===== src/rtl/spi_host_pkg.sv =====
// -----------------------------------------------------------------------------
// spi_host_pkg
// Shared definitions for the SPI word host: default frame/timing constants,
// FSM state encodings and small constant helpers.
// -----------------------------------------------------------------------------
package spi_host_pkg;

  // Default frame geometry and CS timing (all in clk cycles).
  localparam int WORD_BITS_DEF = 64;
  localparam int SCK_DIV_DEF   = 4;
  localparam int CS_SETUP_DEF  = 2;
  localparam int CS_HOLD_DEF   = 2;
  localparam int CS_IDLE_DEF   = 4;

  // FSM state encodings.
  typedef logic [2:0] state_t;
  localparam logic [2:0] ST_IDLE     = 3'd0;
  localparam logic [2:0] ST_SETUP    = 3'd1;
  localparam logic [2:0] ST_SHIFT_LO = 3'd2;
  localparam logic [2:0] ST_SHIFT_HI = 3'd3;
  localparam logic [2:0] ST_HOLD     = 3'd4;
  localparam logic [2:0] ST_GAP      = 3'd5;

  // Largest of three values; sizes the shared CS wait counter.
  function automatic int max3(input int a, input int b, input int c);
    int m;
    m = (a > b) ? a : b;
    return (m > c) ? m : c;
  endfunction

  // True for every state in which chip select is asserted.
  function automatic logic in_frame(input state_t s);
    return (s == ST_SETUP) || (s == ST_SHIFT_LO) ||
           (s == ST_SHIFT_HI) || (s == ST_HOLD);
  endfunction

endpackage


===== src/rtl/spi_sck_gen.sv =====
// -----------------------------------------------------------------------------
// spi_sck_gen
// Half-period counter for the SPI clock. While run_i is high it counts
// SCK_DIV cycles per phase, strobes phase_end_o on the last cycle of each
// phase and toggles the registered SCK level on that edge. With run_i low the
// counter and SCK are held at zero, so every run starts with a full low phase.
//
// Ports:
//   clk          system clock
//   resetn       asynchronous active-low reset
//   run_i        high while the host is in a shift phase
//   phase_end_o  high on the last cycle of the current half-period
//   sck_o        registered SCK level (idle low)
// -----------------------------------------------------------------------------
module spi_sck_gen #(
  parameter int SCK_DIV = 4
) (
  input  logic clk,
  input  logic resetn,
  input  logic run_i,
  output logic phase_end_o,
  output logic sck_o
);

  localparam int            CW       = (SCK_DIV > 1) ? $clog2(SCK_DIV) : 1;
  localparam logic [CW-1:0] CNT_LAST = CW'(SCK_DIV - 1);

  logic [CW-1:0] cnt_q, cnt_d;
  logic          sck_q, sck_d;

  always_comb begin
    cnt_d = cnt_q;
    sck_d = sck_q;
    if (!run_i) begin
      cnt_d = '0;
      sck_d = 1'b0;
    end else if (cnt_q == CNT_LAST) begin
      cnt_d = '0;
      sck_d = ~sck_q;
    end else begin
      cnt_d = cnt_q + 1'b1;
    end
  end

  always_ff @(posedge clk or negedge resetn) begin
    if (!resetn) begin
      cnt_q <= '0;
      sck_q <= 1'b0;
    end else begin
      cnt_q <= cnt_d;
      sck_q <= sck_d;
    end
  end

  assign phase_end_o = run_i && (cnt_q == CNT_LAST);
  assign sck_o       = sck_q;

endmodule


===== src/rtl/spi_word_host.sv =====
// -----------------------------------------------------------------------------
// spi_word_host
// Mode-0 SPI controller: one full-duplex WORD_BITS-bit word per chip-select
// frame, MSB first. tx_data is latched on accept; the reply captured from CIPO
// is presented on rx_data with a one-cycle rx_valid pulse when CS rises.
// SCK_DIV must be >= 2 (CIPO synchronizer latency), the CS timings >= 1.
//
// Ports:
//   clk, resetn        system clock, asynchronous active-low reset
//   tx_data, tx_valid  word to send and its request
//   tx_ready           high in IDLE; accept on tx_valid && tx_ready
//   rx_data, rx_valid  captured reply and its one-cycle update strobe
//   busy               high whenever the host is not IDLE
//   SCK, CS, COPI      SPI outputs (SCK idle low, CS active low)
//   CIPO               SPI input, asynchronous to clk
// -----------------------------------------------------------------------------
module spi_word_host
  import spi_host_pkg::*;
#(
  parameter int WORD_BITS = WORD_BITS_DEF,
  parameter int SCK_DIV   = SCK_DIV_DEF,
  parameter int CS_SETUP  = CS_SETUP_DEF,
  parameter int CS_HOLD   = CS_HOLD_DEF,
  parameter int CS_IDLE   = CS_IDLE_DEF
) (
  input  logic                 clk,
  input  logic                 resetn,
  input  logic [WORD_BITS-1:0] tx_data,
  input  logic                 tx_valid,
  output logic                 tx_ready,
  output logic [WORD_BITS-1:0] rx_data,
  output logic                 rx_valid,
  output logic                 busy,
  output logic                 SCK,
  output logic                 CS,
  output logic                 COPI,
  input  logic                 CIPO
);

  localparam int            BW         = $clog2(WORD_BITS) + 1;
  localparam int            WAIT_MAX   = max3(CS_SETUP, CS_HOLD, CS_IDLE);
  localparam int            WW         = $clog2(WAIT_MAX) + 1;
  localparam logic [WW-1:0] SETUP_LAST = WW'(CS_SETUP - 1);
  localparam logic [WW-1:0] HOLD_LAST  = WW'(CS_HOLD - 1);
  localparam logic [WW-1:0] IDLE_LAST  = WW'(CS_IDLE - 1);
  localparam logic [BW-1:0] LAST_BIT   = BW'(WORD_BITS - 1);

  state_t                 state_q, state_d;
  logic [WW-1:0]          wait_q, wait_d;
  logic [BW-1:0]          bit_cnt_q, bit_cnt_d;
  logic [WORD_BITS-1:0]   tx_sh_q, tx_sh_d;
  logic [WORD_BITS-1:0]   rx_sh_q, rx_sh_d;
  logic [WORD_BITS-1:0]   rx_data_q, rx_data_d;
  logic                   rx_valid_q, rx_valid_d;
  logic                   cs_q, cs_d;
  logic                   copi_q, copi_d;
  logic                   cipo_meta_q, cipo_sync_q;
  logic                   sck_run;
  logic                   phase_end;
  logic                   sck_level;

  assign sck_run = (state_q == ST_SHIFT_LO) || (state_q == ST_SHIFT_HI);

  spi_sck_gen #(
    .SCK_DIV (SCK_DIV)
  ) u_sck_gen (
    .clk         (clk),
    .resetn      (resetn),
    .run_i       (sck_run),
    .phase_end_o (phase_end),
    .sck_o       (sck_level)
  );

  // Two-flop synchronizer for the asynchronous peripheral data line.
  always_ff @(posedge clk or negedge resetn) begin
    if (!resetn) begin
      cipo_meta_q <= 1'b0;
      cipo_sync_q <= 1'b0;
    end else begin
      cipo_meta_q <= CIPO;
      cipo_sync_q <= cipo_meta_q;
    end
  end

  always_comb begin
    state_d    = state_q;
    wait_d     = wait_q;
    bit_cnt_d  = bit_cnt_q;
    tx_sh_d    = tx_sh_q;
    rx_sh_d    = rx_sh_q;
    rx_data_d  = rx_data_q;
    rx_valid_d = 1'b0;

    case (state_q)
      ST_IDLE: begin
        bit_cnt_d = '0;
        wait_d    = '0;
        if (tx_valid) begin
          tx_sh_d = tx_data;
          rx_sh_d = '0;
          state_d = ST_SETUP;
        end
      end

      ST_SETUP: begin
        if (wait_q == SETUP_LAST) begin
          wait_d  = '0;
          state_d = ST_SHIFT_LO;
        end else begin
          wait_d = wait_q + 1'b1;
        end
      end

      ST_SHIFT_LO: begin
        if (phase_end) begin
          state_d = ST_SHIFT_HI;
        end
      end

      // End of the high phase: capture CIPO, present the next COPI bit as
      // SCK falls on the same edge.
      ST_SHIFT_HI: begin
        if (phase_end) begin
          rx_sh_d   = {rx_sh_q[WORD_BITS-2:0], cipo_sync_q};
          tx_sh_d   = {tx_sh_q[WORD_BITS-2:0], 1'b0};
          bit_cnt_d = bit_cnt_q + 1'b1;
          state_d   = (bit_cnt_q == LAST_BIT) ? ST_HOLD : ST_SHIFT_LO;
        end
      end

      ST_HOLD: begin
        if (wait_q == HOLD_LAST) begin
          wait_d     = '0;
          rx_data_d  = rx_sh_q;
          rx_valid_d = 1'b1;
          state_d    = ST_GAP;
        end else begin
          wait_d = wait_q + 1'b1;
        end
      end

      ST_GAP: begin
        if (wait_q == IDLE_LAST) begin
          wait_d  = '0;
          state_d = ST_IDLE;
        end else begin
          wait_d = wait_q + 1'b1;
        end
      end

      default: begin
        state_d = ST_IDLE;
      end
    endcase

    // CS and COPI are registered from next-state values so the pins change
    // on the same edge as the state, free of decode glitches.
    cs_d   = ~in_frame(state_d);
    copi_d = in_frame(state_d) ? tx_sh_d[WORD_BITS-1] : 1'b0;
  end

  always_ff @(posedge clk or negedge resetn) begin
    if (!resetn) begin
      state_q    <= ST_IDLE;
      wait_q     <= '0;
      bit_cnt_q  <= '0;
      tx_sh_q    <= '0;
      rx_sh_q    <= '0;
      rx_data_q  <= '0;
      rx_valid_q <= 1'b0;
      cs_q       <= 1'b1;
      copi_q     <= 1'b0;
    end else begin
      state_q    <= state_d;
      wait_q     <= wait_d;
      bit_cnt_q  <= bit_cnt_d;
      tx_sh_q    <= tx_sh_d;
      rx_sh_q    <= rx_sh_d;
      rx_data_q  <= rx_data_d;
      rx_valid_q <= rx_valid_d;
      cs_q       <= cs_d;
      copi_q     <= copi_d;
    end
  end

  assign tx_ready = (state_q == ST_IDLE);
  assign busy     = (state_q != ST_IDLE);
  assign rx_data  = rx_data_q;
  assign rx_valid = rx_valid_q;
  assign SCK      = sck_level;
  assign CS       = cs_q;
  assign COPI     = copi_q;

endmodule


===== config.mk =====
export PLATFORM = sky130hd
export DESIGN_NAME = spi_word_host
export DESIGN_NICKNAME = d
export VERILOG_FILES = /design/src/rtl/spi_host_pkg.sv /design/src/rtl/spi_sck_gen.sv /design/src/rtl/spi_word_host.sv
export SDC_FILE = /design/constraint.sdc
export NUM_CORES = 1
export LEC_CHECK = 0
export CAP_MARGIN = 0
export CELL_PAD_IN_SITES_DETAIL_PLACEMENT = 1
export CELL_PAD_IN_SITES_GLOBAL_PLACEMENT = 1
export CORE_MARGIN = 1.5
export CORE_UTILIZATION = 43
export DETAILED_ROUTE_END_ITERATION = 10
export PLACE_DENSITY_LB_ADDON = 0.1
export SETUP_SLACK_MARGIN = 0.5
export SLEW_MARGIN = 20
export SYNTH_ARGS = -nofsm -noshare
export SYNTH_HDL_FRONTEND = slang
export SYNTH_SLANG_ARGS = --single-unit

===== constraint.sdc =====
create_clock -name clk -period 2.1 [get_ports clk]
set_clock_uncertainty 0.2 [all_clocks]
set_input_delay 0.42 -clock clk [delete_from_list [all_inputs] [get_ports clk]]
set_output_delay 0.42 -clock clk [all_outputs]
set_load 0.1 [all_outputs]

==> results of run 1 <==
==> through the flow <==
step,util,instances,worst slack [ps]
4_1_cts,0.770,1299,-217
3_5_place_dp,0.577,1121,-112
3_3_place_gp,0.577,1121,-74.9
2_1_floorplan,-,742,68.8
==> Yosys cell counts (6+ instances only) <==
| library cell | number |
|---|---|
| o21ai_0 | 25 |
| ha_1 | 6 |
| nand3_1 | 74 |
| nand2_1 | 73 |
| a22o_1 | 63 |
| clkbuf_1 | 14 |
| dfrtp_1 | 212 |
| buf_2 | 18 |
| buf_6 | 19 |
| a21o_1 | 64 |
| buf_4 | 12 |
| o21ai_1 | 43 |
| mux2_2 | 64 |
| inv_1 | 7 |
==> logic make-up after synthesis <==
group	count (synthesis)	share of synthesized area
compound gates	216	0.171
flops	213	0.593
simple gates	170	0.0925
buf+inv	70	0.0526
mux	64	0.0801
fa+ha+maj	6	0.00835
xor+xnor	3	0.00292
==> what timing repair did <==
action                                 in CTS
setup endpoints to repair                 273
hold buffers                                1
gates resized for setup                   279
setup buffers                              86
pin swaps                                 153
endpoints found under the hold margin     137
gates cloned                               52
==> metal layers <==
metal,GRT usage,overflow
met1,0.815,0
met2,0.937,78
met3,0.584,0
met4,0.818,64
met5,0.0682,0
==> impl_results.md, run 1 <==
* Clk buf depth at 3
* Die width at 148 um
* Synth Register Bits at 213
* Post-synth ARST share at 1.00
* Sink Count at 213
* Routability Congestion at 0.800
* IO Pins at 138
* TritonCTS Buffers at 24
* Largest net degree at the start of global routing at 53
* Core Rows at 52
* Overall routing resource usage at 0.778
* Failing step: global routing (5_1_grt)
* Hpwl dp at 15100 um
* Unique masters post-synth at 45
* Mapped cell area at 8990 um^2
* Total grt overflow at 142
* Mapped Cells at 742
* Outcome: did not finish
* Placed cell area at 11800 um^2
* Die Ht at 148 um
* Initial antenna violation count at 2
* Stop err: [ERROR GRT-0232] Routing congestion too high. Check the congestion heatmap in the GUI.
* Worst EP kind: output port
* Mean post-synth cell area at 12.1 um^2
* Yosys top cell area share at 0.590
* Worst_ep grt: tx_ready
* Ranking of synthesized cells by area: dfrtp_1 (59%), mux2_2 (8.0%), a22o_1 (6.1%)
* IO Port Bufs at 137
* Post-synth EDFFs at 0
* CTS Root Cell: clkbuf_16
* Syn Nets at 816
* Yosys top cell by area: dfrtp_1
* Synth Flop Type: dfrtp_1
* Initial core utilization at 0.442
* Post-synthesis sequential area ratio at 0.593
* Htree depth at 1
* Syn. warnings at 0
==> inputs of run 2 (changes only) <==
--- a/config.mk
+++ b/config.mk
@@ -6,13 +6,10 @@
 export NUM_CORES = 1
 export LEC_CHECK = 0
 export CAP_MARGIN = 0
-export CELL_PAD_IN_SITES_DETAIL_PLACEMENT = 1
-export CELL_PAD_IN_SITES_GLOBAL_PLACEMENT = 1
 export CORE_MARGIN = 1.5
-export CORE_UTILIZATION = 43
+export CORE_UTILIZATION = 40
 export DETAILED_ROUTE_END_ITERATION = 10
-export PLACE_DENSITY_LB_ADDON = 0.1
-export SETUP_SLACK_MARGIN = 0.5
+export PLACE_DENSITY_LB_ADDON = 0.15
 export SLEW_MARGIN = 20
 export SYNTH_ARGS = -nofsm -noshare
 export SYNTH_HDL_FRONTEND = slang
==> impl_results.md, run 2 <==
* Xor/xnor share of the synthesized area at 0.00292
* Peak Freq at 428 MHz
* Reg-to-reg setup timing slack at 90 ps
* Final period utilization at 1.11
* RSZ-0062 raised after global routing: true
* Crit path DAT at 1720 ps
* Internal at 6.98 mW
* Synth Register Bits at 213
* Final net count at 972
* CTS Root Cell: clkbuf_16
* Worst setup margin at -237 ps
* Antenna diodes at 0
* # fillers at 1763
* Die Ht at 153 um
* DRC viols at 9
* Ranking of synthesized cells by area: dfrtp_1 (59%), mux2_2 (8.0%), a22o_1 (6.1%)
* Sink Count at 213
* Final count of hold timing violations at 0
* Largest stage delay, worst path at 380 ps
* Routability Congestion at 0.812
* Synth Flop Type: dfrtp_1
* Worst skew pair latency at 510 ps
* Mean post-synth cell area at 12.1 um^2
* CP endpoint kind: primary output
* Yosys top cell area share at 0.590
* Die ar. at 23400 um^2
* 1st-pass router iterations at 10
* Vias at 6460
* CP max stage cell: dfrtp_1
* Mapped cell area at 8990 um^2
* Die width at 153 um
* Worst Tran Pin Value at 427 ps
* Post-placement setup slack at -240 ps
* TritonCTS Buffers at 24
* Hold crit path type: in2reg
* Initial antenna violation count at 0
* Mean routed wirelength per cell at 17.0 um
* Mux contribution to synthesized area at 0.0801
* Synth Area in Compound Gates at 0.171
* Hpwl dp at 13400 um
* Core Region at 22000 um^2
* Area share of fa/ha/maj cells after synthesis at 0.00835
* Logic gate share of total power at 0.047
* R2r startpoint: state_q[0]
* Vias in the first global route at 6548
* Switching Fraction at 0.210
* Reg2Reg Depth at 6
* Syn. warnings at 0
* Post-synth top cells: dfrtp_1 (212), nand3_1 (74), nand2_1 (73), a21o_1 (64), mux2_2 (64)
* 1st-iter DRT viols at 384
* Area Overhead vs Synth at 38.8%
* Total grt overflow at 0
* Setup CP Type: reg2out
* Share of layout cells above drive strength 1 at 0.265
* Critical Path End: tx_ready
* Startpoint class of the critical path: flip-flop
* Total power at 8.84 mW
* Core Rows at 54
* Post-synthesis sequential area ratio at 0.593
* Outcome: finished, violations left
* Crit. Startpoint: state_q[2]
* Sw power at 1.86 mW
* Slew Limit Fails at 0
* Initial core utilization at 0.410
* IO Port Bufs at 137
* DRT antenna net count at 0
* Hold_ws at 169 ps
* # setup viols final at 2
* Via density at 5.42
* Clk buf depth at 3
* Htree depth at 1
* First-pass GRT wire length at 33400 um
* Slew HR at 0.712
* Clock network power share at 0.464
* Most frequent cells in the layout: dfrtp_1 (212), buf_12 (84), nand3_1 (74)
* IO Pins at 138
* Most common cell in the netlist: dfrtp_1
* Largest family of logic cells by synthesized area: compound AO/OA/AOI/OAI gates
* Post-synth ARST share at 1.00
* CP Cell Sequence: buf_4 > or3_4 > clkinvlp_4 > buf_12
* Reg power frac at 0.489
* Leakage power total at 6.16 nW
* Syn Nets at 816
* Overall routing resource usage at 0.172
* Cell Pwr Density at 708 nW/um^2
* Commonest non-fill, non-tap cell in the layout: dfrtp_1
* Yosys top cell by area: dfrtp_1
* Failing checks: design-rule violations, negative setup slack
* Simple-gate share of the synthesized area at 0.0925
* Crit-path max FO at 8
* Mapped Cells at 742
* CP Data Required Time at 1480 ps
* CTS tree: built
* Largest net degree at the start of global routing at 65
* Worst-path clk slew at 60 ps
* Unique masters post-synth at 45
* Reg-to-Reg End: rx_data[16]
* Max Cap Viol at 0
* Post-Route WL at 20200 um
* Post-synth EDFFs at 0
* Peak supply drop at 535 uV
* Post-route minimum period at 2340 ps
run 2: cell counts after synthesis:
No cell type changed its count.
run 2: cells by family after synthesis:
kind of cell,count (synthesis)
multiplexers,64
XOR/XNOR,3
flip-flops,213
AND/OR/NAND/NOR,170
buffers and inverters,70
AO/OA/AOI/OAI,216
adder cells (fa/ha/maj),6
run 2: metrics by stage:
stage	utilization	cell area [um^2]	std cells	setup TNS (ps)
floorplan	-	9020	742	0
global placement	0.522	11500	1137	-14630
detailed placement	0.522	11500	1137	-19480
CTS	0.565	12400	1187	-462
global route	0.568	12500	1192	-515
finish	0.568	12500	1192	-381
run 2: worst min-delay path by stage:
stage	from	endpoint	slack, ps	cells after the start
2_1_floorplan	resetn	COPI	-80	0
3_3_place_gp	cipo_meta_q	cipo_sync_q	170	0
3_5_place_dp	cipo_meta_q	cipo_sync_q	170	0
4_1_cts	CIPO	cipo_meta_q	150	1
5_1_grt	CIPO	cipo_meta_q	140	1
6_report	CIPO	cipo_meta_q	170	1
run 2: worst max-delay path, delay by kind of cell, from the launching register on:
family,cells,cell delay [ps]
buf+inv,3,450
flops,1,380
simple gates,1,380
run 2: power by group through the flow:
stage	combinational, mW	clock, mW	sequential [mW]
after global placement	0.404	0	4.38
after detailed placement	0.421	0	4.39
final	0.414	4.10	4.32
after global routing	0.463	4.42	4.33
after floorplan	0.142	0	4.37
after CTS	0.424	4.23	4.32
run 2: timing repair:
item,4_1_cts,5_1_grt
endpoints found under the setup margin,3,172
buffers inserted,7,3
pin swaps,3,3
endpoints found under the hold margin,41,0
resized for setup,8,5
cloned,2,3
hold buffers,1,0
run 2: metal layers:
metal | GRT usage | wire length (um) | vias up
li1 | - | - | 2989
met4 | 0.0387 | 260 | 0
met1 | 0.227 | 8740 | 3255
met2 | 0.290 | 10100 | 195
met3 | 0.0377 | 1150 | 21
met5 | 0 | 0 | -
run 2: cell type report:
| type | count | area, um^2 | area share |
|---|---|---|---|
| sequential | 213 | 5330 | 0.427 |
| multi-input combinational | 459 | 3210 | 0.257 |
| timing repair buffer | 193 | 2770 | 0.222 |
| clock buffer | 33 | 684 | 0.0548 |
| tap | 280 | 350 | 0.0281 |
| clock inverter | 7 | 100 | 0.00802 |
| inverter | 7 | 30.0 | 0.00241 |
Note: power is estimated with default switching activity, not from simulation.
